$ cat src/rtl/mem_pkg.sv
// mem_pkg: shared state encoding, SRAM geometry and request validation for mem_responder
package mem_pkg;
    localparam int SRAM_AW = 16;
    localparam int BYTES_PER_WORD = 4;
    typedef enum logic [1:0] {IDLE, XFER, RTAIL, RESP} state_t;
    function automatic logic req_reject(input logic rd, input logic wr, input logic [31:0] a);
        return (rd && wr) || (a[1:0] != 2'b00) || (a[31:16] != 16'h0000);
    endfunction
endpackage

$ cat src/rtl/mem_responder.sv
// mem_responder: serves 32-bit bus reads/writes as four byte accesses to an 8-bit synchronous SRAM
module mem_responder
    import mem_pkg::*;
(
    input  logic               clk,
    input  logic               reset,
    input  logic               mem_read,
    input  logic               mem_write,
    input  logic [31:0]        addr,
    input  logic [31:0]        bus_in,
    output logic [31:0]        bus_out,
    output logic               bus_oe,
    output logic               busy,
    output logic               fault,
    output logic [SRAM_AW-1:0] sram_addr,
    output logic [7:0]         sram_wdata,
    output logic               sram_we,
    output logic               sram_oe,
    input  logic [7:0]         sram_rdata
);
    state_t             r_state;
    state_t             w_next;
    logic [SRAM_AW-1:0] r_base;
    logic [31:0]        r_wdata;
    logic [31:0]        r_shift;
    logic [1:0]         r_k;
    logic               r_rd;
    logic               r_fault;
    logic               w_req;
    logic               w_capture;
    logic               w_last;
    logic [31:0]        w_wbyte;

    assign w_req     = mem_read | mem_write;
    assign w_last    = r_k == 2'(BYTES_PER_WORD - 1);
    assign w_capture = (r_state == XFER && r_k != 2'd0) || r_state == RTAIL;
    assign w_wbyte   = r_wdata >> {r_k, 3'b000};

    // state register
    always_ff @(posedge clk) begin
        r_state <= reset ? IDLE : w_next;
    end

    // next state and state-decoded outputs
    always_comb begin
        w_next     = r_state;
        busy       = 1'b0;
        fault      = 1'b0;
        bus_oe     = 1'b0;
        bus_out    = '0;
        sram_addr  = '0;
        sram_wdata = '0;
        sram_we    = 1'b0;
        sram_oe    = 1'b0;
        case (r_state)
            IDLE: w_next = !w_req ? IDLE : req_reject(mem_read, mem_write, addr) ? RESP : XFER;
            XFER: begin
                busy       = 1'b1;
                sram_addr  = r_base + SRAM_AW'(r_k);
                sram_we    = !r_rd;
                sram_oe    = r_rd;
                sram_wdata = r_rd ? 8'h00 : w_wbyte[7:0];
                w_next     = !w_last ? XFER : r_rd ? RTAIL : RESP;
            end
            RTAIL: begin
                busy   = 1'b1;
                w_next = RESP;
            end
            RESP: begin
                fault   = r_fault;
                bus_oe  = r_rd;
                bus_out = (r_rd && !r_fault) ? r_shift : '0;
                w_next  = IDLE;
            end
            default: w_next = IDLE;
        endcase
    end

    // request latch, byte counter and little-endian shift-in of read bytes
    always_ff @(posedge clk) begin
        if (reset) begin
            r_base  <= '0;
            r_wdata <= '0;
            r_shift <= '0;
            r_k     <= '0;
            r_rd    <= 1'b0;
            r_fault <= 1'b0;
        end else begin
            if (r_state == IDLE && w_req) begin
                r_base  <= addr[SRAM_AW-1:0];
                r_wdata <= bus_in;
                r_rd    <= mem_read & ~mem_write;
                r_fault <= req_reject(mem_read, mem_write, addr);
                r_k     <= '0;
                r_shift <= '0;
            end else if (r_state == XFER) begin
                r_k <= r_k + 2'd1;
            end
            if (w_capture) r_shift <= {sram_rdata, r_shift[31:8]};
        end
    end
endmodule

$ cat config.mk
export PLATFORM = sky130hd
export DESIGN_NAME = mem_responder
export DESIGN_NICKNAME = d
export VERILOG_FILES = /design/src/rtl/mem_pkg.sv /design/src/rtl/mem_responder.sv
export SDC_FILE = /design/constraint.sdc
export NUM_CORES = 1
export LEC_CHECK = 0
export BUFFER_PORTS_ARGS = -buffer_cell sky130_fd_sc_hd__clkbuf_2
export CAP_MARGIN = 5
export CORE_MARGIN = 1.5
export CORE_UTILIZATION = 50
export DETAILED_ROUTE_END_ITERATION = 16
export PLACE_DENSITY_LB_ADDON = 0.1
export SLEW_MARGIN = 40
export SYNTH_ARGS = -nofsm -noshare
export SYNTH_HDL_FRONTEND = slang
export SYNTH_SLANG_ARGS = --single-unit
$ cat constraint.sdc
create_clock -name clk -period 2.8 [get_ports clk]
set_clock_uncertainty 0.15 [all_clocks]
set_input_delay 0.28 -clock clk [delete_from_list [all_inputs] [get_ports clk]]
set_output_delay 0.28 -clock clk [all_outputs]
set_load 0.02 [all_outputs]
==> flow_metrics.py, run 1 <==
metrics = {
    "yosys": {
        "synthAdderAreaFrac_pct": 3.31,
        "synthSimpleGateAreaFrac_pct": 26.0,
        "synth_seq_area_share_pct": 43.0,
        "synth-seq-cells": 86,
        "synth_mux_area_share_pct": 5.00,
        "synth_common_cells": "nand2_1, dfxtp_1, a21oi_1",
        "syn_nets": 565,
        "yosysWarnings": 0,
        "synth_compound_area_share_pct": 15.1,
        "synth-xor-area-share_pct": 2.84,
        "yosysMostFrequentCell": "nand2_1",
        "synthArstFlopShare_pct": 0,
        "syn_inst": 479,
        "synth_top_area_share_pct": 43.0,
        "yosysUniqueCellTypes": 36,
        "yosys.area.top_type": "dfxtp_1",
        "mappedNetlistArea_um2": 4010,
        "syn_avg_cell_area_um2": 8.36,
        "synth_ff_type": "dfxtp_1",
        "ys_top_cells_by_area": "dfxtp_1, nand2_1, and2_1",
        "synth_edf_count": 0,
        "synth_top_family_by_area": "simple AND/OR/NAND/NOR gates",
    },
    "detailed_routing": {
        "finalWirelength_um": 9990,
        "drc": 0,
        "vias_per_cell": 5.17,
        "vias": 3840,
        "ant_nets": 0,
        "drt_iter0_drc": 149,
        "drt_first_pass_iters": 4,
        "routedWlPerCell_um": 13.5,
    },
    "clock_network": {
        "root_buffer": "clkbuf_8",
        "clock_latency_ps": 340,
        "tritoncts": "yes",
        "clkSinkCount": 86,
        "postCtsSetupBuffers": 0,
        "htree_levels": 3,
        "clkTransAtPathRegs_ps": 90,
        "clockBufferDepth": 2,
        "cts_buffers": 9,
        "cts_resized": 0,
    },
    "floorplan": {
        "ioPinCount": 137,
        "core-area_um2": 7730,
        "die-width_um": 92.5,
        "num_rows": 32,
        "die-area_um2": 8560,
        "initial_core_util_pct": 51.8,
        "dieHeight_um": 92.5,
    },
    "final_layout": {
        "final_nets": 723,
        "final_util_pct": 68.5,
        "drive_gt1_share_pct": 27.3,
        "filler_cell_count": 676,
        "area_growth_syn_to_layout_pct": 32.1,
        "fin_area_um2": 5290,
        "diodes": 0,
        "fin_cells": 743,
    },
    "outcome": {
        "status": "complete, no violations",
    },
    "global_routing": {
        "grt_first_pass_wirelength_um": 16400,
        "grt_max_degree": 40,
        "grt_overflow": 0,
        "grt_usage_pct": 24.0,
        "antenna_found_initial": 0,
        "grt_pass1_vias": 3530,
    },
    "setup_path": {
        "worst_ep_arrival_time_ps": 2240,
        "cp-start-kind": "flop",
        "r2r_slack_ps": 720,
        "crit_path_end_kind": "primary output",
        "critPathMaxFanout": 4,
        "path_class": "flop to primary output",
        "required_ps": 2370,
    },
    "sta": {
        "hold_viol_final": 0,
        "fin_crit_sh_pct": 95.5,
        "tns_ps": 0,
        "slew_violations": 0,
        "min_period_ps": 2670,
        "rsz0062_at_grt": "false",
        "fin_hold_ws_ps": 17.0,
        "slew_headroom_pct": 59.4,
        "setup_ws_ps": 125,
        "max_clock_freq_ghz": 0.374,
        "setup_viol": 0,
        "worstMarginPinSlew_ps": 608,
    },
    "placement": {
        "post_dp_cell_area_um2": 4780,
        "place_congestion": 0.789,
        "place_ws_ps": 561,
        "port_buffers": 136,
        "dp_cells": 694,
        "dp_hpwl_um": 6810,
    },
    "pwr": {
        "p_leak_nw": 2.32,
        "p_total_mw": 3.04,
        "ir_drop_uv": 306,
        "power_density_nw_per_um2": 575,
    },
    "worst_hold_path": {
        "hp-class": "input port to flop",
    },
    "job": {
        "maxCapViolCount": 0,
    },
}
where the power goes:
part / internal (mW) / switching (mW) / total (mW)
Combinational: 0.345 / 0.496 / 0.841
Sequential: 1.34 / 0.0866 / 1.43
Clock: 0.323 / 0.448 / 0.771
metal layers:
metal / vias to the layer above / part of all wire, % / GRT usage, % / wire length, µm
met2: 117 / 48 / 40.0 / 4800
met4: 0 / 1.3 / 8.08 / 130
li1: 1930 / - / - / -
met5: - / 0 / 0 / 0
met3: 16 / 4.9 / 4.35 / 487
met1: 1777 / 46 / 31.4 / 4570
cells by family after synthesis:
logic type                 Yosys count
xor gates and xnor gates            13
and+or+nand+nor                    221
adders and majority gates           10
muxes                               10
AOI/OAI and AO/OA                   96
DFF                                 86
buffers and inverters               43
sequential cells by signal (all words and copies together), names as in the netlist:
register / flops
r_shift: 32
r_wdata: 32
r_base: 16
r_k: 2
r_state: 2
r_fault: 1
r_rd: 1
critical path, cell delays in order, from the launching register on:
cell and delay (ps):
dfxtp_1 340, ha_1 190, fa_1 260, nand4_1 220
nor4_1 410, xor2_1 170, and2_1 140, clkbuf_2 160
cells in the final DEF (no fill, tap or decap), types with 3 or more instances in the layout:
cell and instances:
clkbuf_2 136, nand2_1 101, dfxtp_1 86, a21oi_1 52
and2_1 49, nor2_1 34, dlygate4sd3_1 34, a22oi_1 32
inv_1 9, nor2b_1 9, ha_1 9, clkbuf_8 9
buf_4 9, mux4_2 8, xnor2_1 7, nor4_1 6
xor2_1 6, nor3_1 6, nand4_1 4, nand3_1 4
nand2b_1 3, a211oi_1 3, clkinvlp_4 3
final cells by class:
type                    count  area [µm²]  area share, %
clock inverters             6        48.8          0.922
flip-flops and latches     86        1720           32.5
inverters                   9        33.8          0.638
repair buffers            181        1130           21.4
well taps                 102         128           2.41
clock buffers               9         124           2.34
multi-input cells         350        2110           39.8
worst paths after layout:
kind / start / cells past startpoint / end
max reg2reg: r_state[1] / 6 / r_wdata[22]
min reg2reg: r_wdata[27] / 2 / r_wdata[27]
min: addr[14] / 3 / r_base[14]
max: r_k[0] / 7 / sram_addr[14]
repair_timing:
item	CTS	global route
hold buffers	34	0
endpoints found under the setup margin	0	0
hold endpoints to repair	34	0
Note: power is estimated with default switching activity, not from simulation.
==> run 2: changes to the inputs <==
--- a/config.mk
+++ b/config.mk
@@ -5,10 +5,10 @@
 export SDC_FILE = /design/constraint.sdc
 export NUM_CORES = 1
 export LEC_CHECK = 0
+export ABC_AREA = 1
 export BUFFER_PORTS_ARGS = -buffer_cell sky130_fd_sc_hd__clkbuf_2
 export CAP_MARGIN = 5
-export CORE_MARGIN = 1.5
-export CORE_UTILIZATION = 50
+export CORE_UTILIZATION = 51
 export DETAILED_ROUTE_END_ITERATION = 16
 export PLACE_DENSITY_LB_ADDON = 0.1
 export SLEW_MARGIN = 40
==> run 2 against run 1 <==
Net effect: power rose by 3.4%; sequential share of layout area up 0.92 points; worst setup slack improved by 130 ps; sequential power barely moved; synthesized cell count up 32%; critical path type unchanged; highest routed layer unchanged.
==> flow_metrics.py, run 2 <==
metrics = {
    "yosys": {
        "synth_edf_count": 0,
        "synth_seq_area_share_pct": 40.4,
        "ys_top_cells_by_area": "dfxtp_1, nor2_1, o21ai_0",
        "mappedNetlistArea_um2": 4260,
        "syn_inst": 633,
        "synthAdderAreaFrac_pct": 3.11,
        "synthArstFlopShare_pct": 0,
        "synth_compound_area_share_pct": 18.6,
        "synth-xor-area-share_pct": 0.411,
        "synthSimpleGateAreaFrac_pct": 25.4,
        "yosys.area.top_type": "dfxtp_1",
        "yosysUniqueCellTypes": 30,
        "synth_top_family_by_area": "simple AND/OR/NAND/NOR gates",
        "synth_ff_type": "dfxtp_1",
        "synth-seq-cells": 86,
        "syn_nets": 719,
        "synth_top_area_share_pct": 40.4,
        "synth_mux_area_share_pct": 0,
        "syn_avg_cell_area_um2": 6.73,
        "yosysWarnings": 0,
        "synth_common_cells": "nor2_1, dfxtp_1, inv_1",
        "yosysMostFrequentCell": "nor2_1",
    },
    "detailed_routing": {
        "finalWirelength_um": 10800,
        "vias": 4354,
        "drc": 0,
        "drt_first_pass_iters": 5,
        "routedWlPerCell_um": 12.5,
        "ant_nets": 0,
        "vias_per_cell": 5.07,
        "drt_iter0_drc": 224,
    },
    "final_layout": {
        "final_nets": 837,
        "reg.largest.list": "r_shift: 32 flops, r_wdata: 32 flops, r_base: 16 flops",
        "area_growth_syn_to_layout_pct": 20.9,
        "final_common_cell": "nor2_1",
        "final_cell_mix": "nor2_1, clkbuf_2, dfxtp_1",
        "drive_gt1_share_pct": 22.2,
        "diodes": 0,
        "filler_cell_count": 756,
    },
    "sta": {
        "worstMarginPinSlew_ps": 728,
        "min_period_ps": 2540,
        "slew_violations": 0,
        "max_clock_freq_ghz": 0.393,
        "rsz0062_at_grt": "false",
        "setup_viol": 0,
        "tns_ps": 0,
        "fin_crit_sh_pct": 90.9,
        "hold_viol_final": 0,
        "slew_headroom_pct": 51.3,
    },
    "floorplan": {
        "num_rows": 32,
        "initial_core_util_pct": 54.0,
        "ioPinCount": 137,
        "core-area_um2": 7890,
        "die-area_um2": 8720,
        "dieHeight_um": 93.4,
        "die-width_um": 93.4,
    },
    "job": {
        "maxCapViolCount": 0,
    },
    "setup_path": {
        "required_ps": 2370,
        "crit_path_end_kind": "primary output",
        "worst_ep_arrival_time_ps": 2110,
        "cp-start-kind": "flop",
        "critPathMaxFanout": 12,
        "r2r_slack_ps": 610,
        "path_class": "flop to primary output",
    },
    "placement": {
        "port_buffers": 136,
        "place_congestion": 0.890,
        "dp_hpwl_um": 7640,
    },
    "pwr": {
        "ir_drop_uv": 303,
        "power_density_nw_per_um2": 611,
        "p_total_mw": 3.15,
        "p_leak_nw": 2.27,
    },
    "global_routing": {
        "grt_first_pass_wirelength_um": 17600,
        "antenna_found_initial": 0,
        "grt_max_degree": 43,
        "grt_pass1_vias": 4008,
        "grt_overflow": 0,
        "grt_usage_pct": 25.2,
    },
    "outcome": {
        "status": "complete, no violations",
    },
    "clock_network": {
        "htree_levels": 3,
        "clock_latency_ps": 350,
        "clockBufferDepth": 2,
        "tritoncts": "yes",
        "cts_buffers": 9,
        "clkSinkCount": 86,
        "clkTransAtPathRegs_ps": 90,
        "root_buffer": "clkbuf_8",
    },
    "worst_hold_path": {
        "hp-class": "input port to flop",
    },
}
run 2: changes by cell type after synthesis, sizes merged, moves of 14 or more:
| cell | change |
|---|---|
| nand2 | -67 |
| inv | +72 |
| a21oi | -14 |
| nor2 | +174 |
| o21ai | +81 |
| and2 | -48 |
| o22ai | +24 |
| a22oi | -32 |
run 2: final cells by class:
| class | count | area [µm²] | share of cell area [%] |
|---|---|---|---|
| well taps | 102 | 128 | 2.48 |
| inverters | 81 | 312 | 6.05 |
| flip-flops and latches | 86 | 1720 | 33.4 |
| repair buffers | 144 | 746 | 14.5 |
| clock inverters | 5 | 63.8 | 1.24 |
| clock buffers | 11 | 151 | 2.94 |
| multi-input cells | 429 | 2030 | 39.4 |
run 2: cell families (layout without fill, tap and decap cells):
kind of cell               after synthesis  count (layout)
and+or+nand+nor                        268             268
xor gates and xnor gates                 2               2
buffers and inverters                  118             241
adders and majority gates               10              10
DFF                                     86              86
AOI/OAI and AO/OA                      149             149
run 2: path summary, 6_finish.rpt:
path / start / end / cells after the start
setup / recovery: r_k[1] / sram_addr[14] / 8
hold / removal: bus_in[26] / r_wdata[26] / 3
setup reg to reg: r_k[0] / r_shift[5] / 9
hold reg to reg: r_shift[29] / r_shift[29] / 2
run 2: report_power, final:
part | internal, mW | switching, mW | total (mW)
clock network | 0.469 | 0.464 | 0.933
logic | 0.257 | 0.506 | 0.762
registers | 1.36 | 0.0915 | 1.45
run 2: worst max-delay path, stage by stage (launching register included):
cell and delay [ps]:
dfxtp_2 490, fa_1 290, nand2_1 110, nor2_1 200, nand3_1 150, nor2_1 170, a21oi_1 90, nor2_1 90
clkbuf_2 180
run 2: per-stage QoR:
step / util (%) / hold WS [ps] / std cells / worst slack, ps / area (µm²)
4_1_cts: 65.3 / 2.10 / 858 / 86.1 / 5150
5_1_grt: 65.3 / 6.39 / 858 / 104 / 5150
2_1_floorplan: - / 230 / 633 / 799 / 4260
6_report: 65.3 / 9.68 / 858 / 255 / 5150
3_3_place_gp: 62.3 / 306 / 840 / 521 / 4910
3_5_place_dp: 62.3 / 315 / 840 / 481 / 4910
run 2: repair_timing:
| action | 4_1_cts | 5_1_grt |
|---|---|---|
| resized for setup | 0 | 1 |
| hold buffers | 2 | 0 |
| hold endpoints to repair | 2 | 0 |
| endpoints found under the setup margin | 0 | 3 |
| setup buffers | 0 | 0 |
run 2: routing by layer:
layer  global-route usage (%)  part of all wire [%]  up-vias
met5                        0                     0        -
li1                         -                     -     2236
met2                     44.3                    48      140
met3                     5.12                   6.5       14
met1                     30.4                    44     1964
met4                     8.33                   1.4        0
